File: config.mk
export PLATFORM = sky130hd
export DESIGN_NAME = branch_resolver
export DESIGN_NICKNAME = d
export VERILOG_FILES = /design/src/rtl/branch_resolver.sv
export SDC_FILE = /design/constraint.sdc
export NUM_CORES = 1
export LEC_CHECK = 0
export ABC_AREA = 0
export CORE_UTILIZATION = 55
export DETAILED_ROUTE_END_ITERATION = 12
export PLACE_DENSITY_LB_ADDON = 0.25
export SLEW_MARGIN = 20
export SYNTH_ARGS = -nofsm -noshare
export SYNTH_HDL_FRONTEND = slang
export SYNTH_SLANG_ARGS = --single-unit
File: constraint.sdc
create_clock -name clk_i -period 7.9 [get_ports clk_i]
set_input_delay 1.58 -clock clk_i [delete_from_list [all_inputs] [get_ports clk_i]]
set_output_delay 1.58 -clock clk_i [all_outputs]
set_load 0.005 [all_outputs]
File: src/rtl/branch_resolver.sv
// Branch resolution unit: decodes the RISC-V branch condition for an external comparator,
// resolves the outcome against the front-end prediction and redirects/flushes on a mispredict.
module branch_resolver #(
  parameter int width        = 32,
  parameter int FLUSH_CYCLES = 2
) (
  input  logic             clk_i,
  input  logic             rst_i,
  input  logic             br_valid_i,
  output logic             br_ready_o,
  input  logic [2:0]       funct3_i,
  input  logic [width-1:0] pc_i,
  input  logic [width-1:0] imm_i,
  input  logic             pred_taken_i,
  output logic [2:0]       cmp_op_o,
  input  logic [width-1:0] cmp_result_i,
  output logic             redirect_o,
  output logic [width-1:0] target_o,
  output logic             flush_o,
  output logic             illegal_o,
  output logic [15:0]      taken_cnt_o,
  output logic [15:0]      mispred_cnt_o
);

  typedef enum logic [1:0] {
    S_IDLE,
    S_CMP,
    S_RESOLVE,
    S_FLUSH
  } state_t;

  localparam int FC_W = (FLUSH_CYCLES > 1) ? $clog2(FLUSH_CYCLES) : 1;
  localparam logic [width-1:0] INSN_BYTES = width'(4);

  state_t           state_q, state_d;
  logic [2:0]       f3_q;
  logic [width-1:0] pc_q;
  logic [width-1:0] imm_q;
  logic             pred_q;
  logic [FC_W-1:0]  flush_cnt_q;
  logic [width-1:0] target_q;
  logic [15:0]      taken_cnt_q;
  logic [15:0]      mispred_cnt_q;

  logic             legal;
  logic             taken;
  logic             in_resolve;
  logic             mispredict;
  logic [width-1:0] target_calc;
  logic [2:0]       op_decoded;

  // Only bit 0 of the comparator result carries the outcome.
  logic unused_cmp_bits;
  assign unused_cmp_bits = ^cmp_result_i[width-1:1];

  // funct3 010/011 have no branch encoding; 111 tells the comparator to idle.
  always_comb begin
    op_decoded = 3'b111;
    case (f3_q)
      3'b000:  op_decoded = 3'b000;
      3'b001:  op_decoded = 3'b001;
      3'b100:  op_decoded = 3'b101;
      3'b101:  op_decoded = 3'b110;
      3'b110:  op_decoded = 3'b100;
      3'b111:  op_decoded = 3'b011;
      default: op_decoded = 3'b111;
    endcase
  end

  assign legal       = (f3_q != 3'b010) && (f3_q != 3'b011);
  assign in_resolve  = (state_q == S_RESOLVE);
  assign taken       = legal && cmp_result_i[0];
  assign mispredict  = in_resolve && legal && (taken != pred_q);
  assign target_calc = pc_q + (taken ? imm_q : INSN_BYTES);

  // The redirect target is presented combinationally in the resolve cycle and
  // remembered afterwards so fetch sees a stable value between redirects.
  assign redirect_o    = mispredict;
  assign target_o      = mispredict ? target_calc : target_q;
  assign illegal_o     = in_resolve && !legal;
  assign br_ready_o    = (state_q == S_IDLE);
  assign flush_o       = (state_q == S_FLUSH);
  assign cmp_op_o      = ((state_q == S_CMP) || in_resolve) ? op_decoded : 3'b000;
  assign taken_cnt_o   = taken_cnt_q;
  assign mispred_cnt_o = mispred_cnt_q;

  // NOTE: every signal written here gets a default first so no latch is inferred.
  always_comb begin
    state_d = state_q;
    case (state_q)
      S_IDLE:    if (br_valid_i) state_d = S_CMP;
      S_CMP:     state_d = S_RESOLVE;
      S_RESOLVE: state_d = (mispredict && (FLUSH_CYCLES > 0)) ? S_FLUSH : S_IDLE;
      S_FLUSH:   if (flush_cnt_q == '0) state_d = S_IDLE;
      default:   state_d = S_IDLE;
    endcase
  end

  // NOTE: sequential state uses non-blocking assignments so all registers update together.
  always_ff @(posedge clk_i or posedge rst_i) begin
    if (rst_i) begin
      state_q       <= S_IDLE;
      f3_q          <= '0;
      pc_q          <= '0;
      imm_q         <= '0;
      pred_q        <= 1'b0;
      flush_cnt_q   <= '0;
      target_q      <= '0;
      taken_cnt_q   <= '0;
      mispred_cnt_q <= '0;
    end else begin
      state_q <= state_d;

      if ((state_q == S_IDLE) && br_valid_i) begin
        f3_q   <= funct3_i;
        pc_q   <= pc_i;
        imm_q  <= imm_i;
        pred_q <= pred_taken_i;
      end

      if (in_resolve) begin
        flush_cnt_q <= FC_W'(FLUSH_CYCLES - 1);
      end else if ((state_q == S_FLUSH) && (flush_cnt_q != '0)) begin
        flush_cnt_q <= flush_cnt_q - 1'b1;
      end

      if (mispredict) begin
        target_q <= target_calc;
      end

      // Both event counters saturate rather than wrap.
      if (in_resolve && taken && (taken_cnt_q != 16'hFFFF)) begin
        taken_cnt_q <= taken_cnt_q + 16'd1;
      end
      if (mispredict && (mispred_cnt_q != 16'hFFFF)) begin
        mispred_cnt_q <= mispred_cnt_q + 16'd1;
      end
    end
  end

endmodule

==> results of run 1 <==
-- worst paths after layout --
| check | start | to | slack [ns] | cells past startpoint |
|---|---|---|---|---|
| hold reg to reg | target_q[25] | target_q[25] | 0.48 | 2 |
| setup reg to reg | f3_q[2] | target_q[28] | 4.05 | 12 |
| hold / removal | target_q[25] | target_q[25] | 0.48 | 2 |
| max in group asynchronous | rst_i | target_q[30] | 4.84 | 3 |
| min in group asynchronous | rst_i | taken_cnt_o[1] | 1.61 | 2 |
| setup / recovery | cmp_result_i[0] | target_o[28] | 0.84 | 13 |
-- layout by cell type (no fill, tap or decap), types with 9 or more instances in the layout --
cell type        instances
o21ai_0                 37
a21oi_1                 36
and3_1                  37
mux2_2                  71
nand3_1                 15
xnor2_1                 35
xor2_1                  21
clkdlybuf4s50_1        142
clkbuf_16               17
nand2_1                 90
nand4_1                 20
a31oi_1                  9
dfrtp_1                135
inv_1                   13
a21o_1                   9
nor2_1                  34
ha_1                    36
-- worst max-delay path: stages --
cell	delay [ns]
clkdlybuf4s50_1	0.57
buf_4	0.30
and2_1	0.24
nand2b_1	0.13
ha_1	0.35
a21o_1	0.20
a221o_1	0.38
a32oi_1	0.31
nand3b_1	0.24
a41oi_1	0.29
xor2_1	0.09
o21ai_0	0.22
clkdlybuf4s50_1	0.56
-- cell type report --
cell class,count,area [um^2]
clock buffer,21,460
fill,912,3420
timing repair buffer,147,1460
inverter,15,58.8
multi-input combinational,532,3790
tap,172,215
clock inverter,10,96.3
sequential,135,3380
-- metrics by stage --
stage               worst slack (ns)  hold WS, ns  power [mW]  area [um^2]
floorplan                       2.47        0.455        2.48         7390
global placement               0.945        0.451        3.15         8900
detailed placement             0.869        0.457        3.22         8900
CTS                            0.867        0.483        3.98         9460
global route                   0.654        0.512        4.25         9460
finish                         0.843        0.478        3.97         9460
-- registers in the layout (all words and copies together), names as in the netlist --
register and count:
f3_q 3, flush_cnt_q 1, imm_q 32, mispred_cnt_o 16, pc_q 32, pred_q 1, state_q 2, taken_cnt_o 16
target_q 32
-- per-layer routing --
metal  track usage  share of wire  wire length (um)
met5             0              0                 0
met4         0.110          0.025               451
met3        0.0799          0.060              1110
met2         0.434           0.47              8570
met1         0.358           0.45              8230
-- power by group through the flow --
stage	clock [mW]	sequential, mW	combinational [mW]
2_1_floorplan	0	1.11	1.38
3_3_place_gp	0	1.13	2.02
3_5_place_dp	0	1.15	2.07
4_1_cts	0.752	1.14	2.09
5_1_grt	0.782	1.18	2.29
6_report	0.742	1.14	2.09
-- kinds of logic (layout without fill, tap and decap cells) --
family,after synthesis,in the layout,share of synthesized area
AOI/OAI and AO/OA,142,142,0.126
adders and majority gates,37,37,0.0636
muxes,73,73,0.111
buffers and inverters,49,193,0.0311
xor gates and xnor gates,56,56,0.0663
and+or+nand+nor,224,224,0.145
DFF,135,135,0.457
==> impl_summary.log, run 1 <==
[metrics] final-stage net count: slightly below 1,000
[metrics] Internal Power: between 2 and 2.5 mW
[metrics] DIE HEIGHT: approximately 120 um
[metrics] most common cell in the synthesized netlist: dfrtp_1
[metrics] Yosys warning count: 0
[metrics] TritonRoute pass-1 iters: 4
[metrics] classification of the worst setup path: in -> out
[metrics] initial core utilization: 0.574
[metrics] largest cells by area after synthesis: dfrtp_1 46%, mux2_2 11%, ha_1 6.1%
[metrics] CP required: between 6 and 7 ns
[metrics] Finish-stage setup viols: 0
[metrics] distinct cell type count of the synthesized netlist: 62
[metrics] CTS H-Tree Depth: 4
[metrics] summed instance area of the synthesized netlist: between 7000 and 8000 um^2
[metrics] flip-flop cell with the highest count after synthesis: dfrtp_1
[metrics] Max Fanout on Critical Path: 30
[metrics] type of the tightest min-delay check: reg -> reg
[metrics] Min Clock Period, post-route: ~7 ns
[metrics] count of pins over their slew limit: 0
[metrics] detailed-placement wirelength estimate: approximately 14 mm
[metrics] result of the run: finished clean
[metrics] Seq/Total Area, Yosys: 0.457
[metrics] part of the total power dissipated in combinational logic: 0.525
[metrics] Final Hold Fails: 0
[metrics] io pins: around 170
[metrics] Worst Max-Slew Pin Slew: 0.970 ns
[metrics] area leader, netlist: dfrtp_1
[metrics] detailed-route wire length: 18.4 mm
[metrics] CTS root buf: clkbuf_16
[metrics] last weighted congestion value of the routability-driven placer: 0.888
[metrics] nature of the critical path startpoint: input port
[metrics] area of the core region: 12,900 um^2
[metrics] asr flop ratio synth: 1.00
[metrics] wire length of the first global-routing pass: 30.1 mm
[metrics] Post-Syn Nets: 856
[metrics] MaxCap Viol Count: 0
[metrics] utilization after layout: 0.735
[metrics] clk sinks: roughly 140
[metrics] top achievable clock speed: between 100 and 150 MHz
[metrics] Remaining DRCs: 0
[metrics] worst-skew pair later-pin latency: 0.42 ns
[metrics] synthesized area per cell: 10.3 um^2
[metrics] Site Rows: 41
[metrics] Max VDD drop: 0.266 mV
[metrics] Post-CTS Repair Setup Buffers: 0
[metrics] number of enable flip-flop cells after synthesis: 0
[metrics] global-route usage over all layers: 0.276
[metrics] placed cell count: approximately 1,000
[metrics] Synth-to-Final Area Change: 28.0%
[metrics] number of global-route vias before repair: between 5,000 and 6,000
[metrics] Finished Layout Cells: 1,032
[metrics] Diodes inserted: 0
[metrics] maximum number of pins on one net before global-route repair: 80
[metrics] CTS buffer count: 17
[metrics] Die Outline Area: ~14,000 um^2
[metrics] worst setup skew after layout: 0.00655 ns
[metrics] Yosys top cell area share: 0.457
[metrics] reported net switching power: roughly 1.5 mW
[metrics] worst relative slew slack: 0.353
[metrics] CTS tree: yes
[metrics] Vias per Instance: roughly 5.6
[metrics] CTS hold repair buffers: 0
[metrics] data arrival time of the critical path: about 5.5 ns
[metrics] layout cell share with drive strength beyond 1: 0.138
[metrics] CTS clock-pin slew for the worst setup and hold paths: around 0.050 ns
[metrics] Cells after Synth: 716
[metrics] die width: approximately 120 um
[metrics] setup TNS after final layout: 0 ns
[metrics] Wirelength per Cell: roughly 18 um
[metrics] Pleak: 4.19 nW
[metrics] part of the total power dissipated in the clock network: 0.187
[metrics] critical path endpoint category: output pin
[metrics] Via Count: 5,824
[metrics] proportion of total power due to net switching: 0.388
[metrics] number of storage elements in the synthesis netlist: between 100 and 150
[metrics] top cell types by occurrence after synthesis: 135 x dfrtp_1, 91 x nand2_1, 71 x mux2_2, 37 x and3_1, 37 x o21ai_0
[metrics] share of power burned in registers: 0.288
[metrics] RSZ-0062 raised after global routing: false
[metrics] pwr dens: roughly 420 nW/um^2
[metrics] number of nets with antenna violations after detailed routing: 0
[metrics] share of the clock period used by the worst path after layout: 0.893
[metrics] starting DRC count in detailed routing: 219
[metrics] IO buf count: around 140
[metrics] initial antenna violation count: 0
[metrics] GR Overflow Total: 0
[metrics] deepest clock path buffer count: 2
[metrics] count of cells resized by post-cts repair: 0
Note: power is estimated with default switching activity, not from simulation.
==> inputs of run 2 (changes only) <==
clock period = 8.9 ns   (was 7.9 ns; I/O delays follow)
==> run 2 against run 1 <==
Final cell count is essentially flat. Register-to-register slack gained 1.1 ns. Die area is the same. Global-route usage grew 1.1 points. Largest cell class unchanged. Highest routed layer unchanged.
==> impl_summary.log, run 2 (same netlist as run 1, synthesis figures left out) <==
[metrics] count of fill cells added during filler insertion: 936 (+2.6%)
[metrics] deepest clock path buffer count: 2 (unchanged)
[metrics] pwr dens: 374 nW/um^2 (-11%)
[metrics] detailed-placement wirelength estimate: 14.1 mm (+3.3%)
[metrics] global-route usage over all layers: 0.287 (+0.0113)
[metrics] die width: 118 um (unchanged)
[metrics] detailed-route wire length: 18.9 mm (+3.0%)
[metrics] critical path endpoint category: output pin
[metrics] number of nets with antenna violations after detailed routing: 0 (unchanged)
[metrics] Reg2Reg Capture Point: target_q[18]
[metrics] Max Fanout on Critical Path: 34 (+13%)
[metrics] worst min-delay path startpoint: target_q[8]
[metrics] part of the total power dissipated in combinational logic: 0.527 (+0.002)
[metrics] Post-CTS Repair Setup Buffers: 0 (unchanged)
[metrics] type of the tightest min-delay check: reg -> reg
[metrics] length in cells of the worst reg-to-reg path: 12 (unchanged)
[metrics] count of pins over their slew limit: 0 (unchanged)
[metrics] layout cell share with drive strength beyond 1: 0.142 (+0.00332)
[metrics] share of the clock period used by the worst path after layout: 0.825
[metrics] Worst Max-Slew Pin Slew: 0.746 ns (-0.225 ns)
[metrics] area of the core region: 12,900 um^2 (unchanged)
[metrics] proportion of total power due to net switching: 0.397 (+0.00843)
[metrics] post-layout instance area: 9460 um^2 (about the same)
[metrics] data arrival time of the critical path: 5.56 ns (+0.08 ns)
[metrics] RSZ-0062 raised after global routing: false
[metrics] CTS clock-pin slew for the worst setup and hold paths: 0.05 ns (about the same)
[metrics] CP required: 7.12 ns (+0.80 ns)
[metrics] part of the total power dissipated in the clock network: 0.184 (-0.003)
[metrics] Worst Hold End: target_q[8]
[metrics] DIE HEIGHT: 118 um (unchanged)
[metrics] initial core utilization: 0.574 (unchanged)
[metrics] maximum number of pins on one net before global-route repair: 83 (+3.8%)
[metrics] Diodes inserted: 0 (unchanged)
[metrics] share of power burned in registers: 0.288 (about the same)
[metrics] most frequent cells in the layout: 142 x clkdlybuf4s50_1, 135 x dfrtp_1, 90 x nand2_1
[metrics] io pins: 174 (unchanged)
[metrics] worst reg2reg setup slack: 5.13 ns (+1.08 ns)
[metrics] clk sinks: 135 (unchanged)
[metrics] Wirelength per Cell: 18.3 um (+2.9%)
[metrics] dpl cell area: 8900 um^2 (unchanged)
[metrics] IO buf count: 142 (unchanged)
[metrics] last weighted congestion value of the routability-driven placer: 0.889 (+0.12%)
[metrics] wire length of the first global-routing pass: 31.3 mm (+3.9%)
[metrics] TritonRoute pass-1 iters: 5 (+1)
[metrics] nature of the critical path startpoint: input port
[metrics] classification of the worst setup path: in -> out
[metrics] Max VDD drop: 0.221 mV (-17%)
[metrics] Die Outline Area: 13,900 um^2 (unchanged)
[metrics] worst relative slew slack: 0.503 (+0.150)
[metrics] CTS buffer count: 17 (unchanged)
[metrics] CTS hold repair buffers: 0 (unchanged)
[metrics] final-stage net count: 988 (unchanged)
[metrics] Internal Power: 2.13 mW (-12%)
[metrics] Site Rows: 41 (unchanged)
[metrics] reported net switching power: 1.40 mW (-9.0%)
[metrics] Via Count: 5,953 (+2.2%)
[metrics] CTS tree: yes
[metrics] RR Startpoint: f3_q[2]
[metrics] Min Clock Period, post-route: 7.34 ns
[metrics] leading registers by flop count: imm_q x32, pc_q x32, target_q x32
[metrics] CTS H-Tree Depth: 4 (unchanged)
[metrics] CTS root buf: clkbuf_16
[metrics] GR Overflow Total: 0 (unchanged)
[metrics] number of global-route vias before repair: 6,138 (+2.7%)
[metrics] Synth-to-Final Area Change: 27.9% (about the same)
[metrics] count of cells resized by post-cts repair: 0 (unchanged)
[metrics] most common cell after layout, fill and taps aside: clkdlybuf4s50_1
[metrics] Remaining DRCs: 0 (unchanged)
[metrics] worst-skew pair later-pin latency: 0.42 ns (about the same)
[metrics] Finish-stage setup viols: 0 (unchanged)
[metrics] top achievable clock speed: around 140 MHz
[metrics] initial antenna violation count: 0 (unchanged)
[metrics] worst hold path cell count: 2 (unchanged)
[metrics] MaxCap Viol Count: 0 (unchanged)
[metrics] result of the run: finished clean
[metrics] Final Hold Fails: 0 (unchanged)
[metrics] worst setup skew after layout: 0.00886 ns (+0.00231 ns)
[metrics] Pleak: 4.20 nW (+0.23%)
[metrics] starting DRC count in detailed routing: 337 (+54%)
[metrics] Vias per Instance: 5.76 (+2.1%)
[metrics] setup TNS after final layout: 0 ns (unchanged)
run 2: critical path, stage by stage:
cell and delay (ns):
clkdlybuf4s50_1 0.42, buf_4 0.24, and3_1 0.21, ha_1 0.20, fa_1 0.45, a21o_1 0.24, a221o_1 0.37, a32oi_1 0.28
nand3b_1 0.22, a41oi_1 0.29, xor2_1 0.09, o21ai_0 0.22, clkdlybuf4s50_1 0.54
run 2: how the worst max path moves through the flow:
stage | start | end | cells after the start
floorplan | cmp_result_i[0] | target_o[28] | 11
global placement | cmp_result_i[0] | target_o[28] | 13
detailed placement | cmp_result_i[0] | target_o[28] | 13
CTS | cmp_result_i[0] | target_o[28] | 13
global route | cmp_result_i[0] | target_o[18] | 13
finish | cmp_result_i[0] | target_o[28] | 13
run 2: layout make-up:
class                           instances  area, um^2  area share
Clock buffer                           19         453      0.0479
Timing Repair Buffer                  147        1460       0.155
Multi-Input combinational cell        532        3790       0.401
Inverter                               15        58.8     0.00622
Clock inverter                         13        96.3      0.0102
Tap cell                              172         215      0.0228
Sequential cell                       135        3380       0.357
run 2: routing by layer:
| metal | global-route usage | routed length, um | vias to the layer above |
|---|---|---|---|
| met2 | 0.471 | 9060 | 194 |
| met5 | 0 | 0 | - |
| met4 | 0.0825 | 292 | 0 |
| li1 | - | - | 2823 |
| met1 | 0.369 | 8260 | 2914 |
| met3 | 0.0819 | 1290 | 22 |
run 2: per-stage QoR:
| stage | std cells | hold slack, ns | worst slack [ns] | util | total power, mW |
|---|---|---|---|---|---|
| 5_1_grt | 1033 | 0.510 | 1.27 | 0.734 | 3.78 |
| 3_5_place_dp | 1001 | 0.466 | 1.57 | 0.691 | 2.87 |
| 2_1_floorplan | 716 | 0.455 | 3.07 | - | 2.20 |
| 4_1_cts | 1033 | 0.483 | 1.57 | 0.734 | 3.53 |
| 6_report | 1033 | 0.478 | 1.56 | 0.734 | 3.53 |
| 3_3_place_gp | 1001 | 0.452 | 1.65 | 0.691 | 2.80 |
run 2: power by group through the flow:
stage / clock network (mW) / logic, mW / registers (mW)
after floorplan: 0 / 1.22 / 0.982
after global placement: 0 / 1.80 / 1.00
after detailed placement: 0 / 1.84 / 1.02
after CTS: 0.660 / 1.86 / 1.02
after global routing: 0.688 / 2.04 / 1.04
final: 0.651 / 1.86 / 1.02
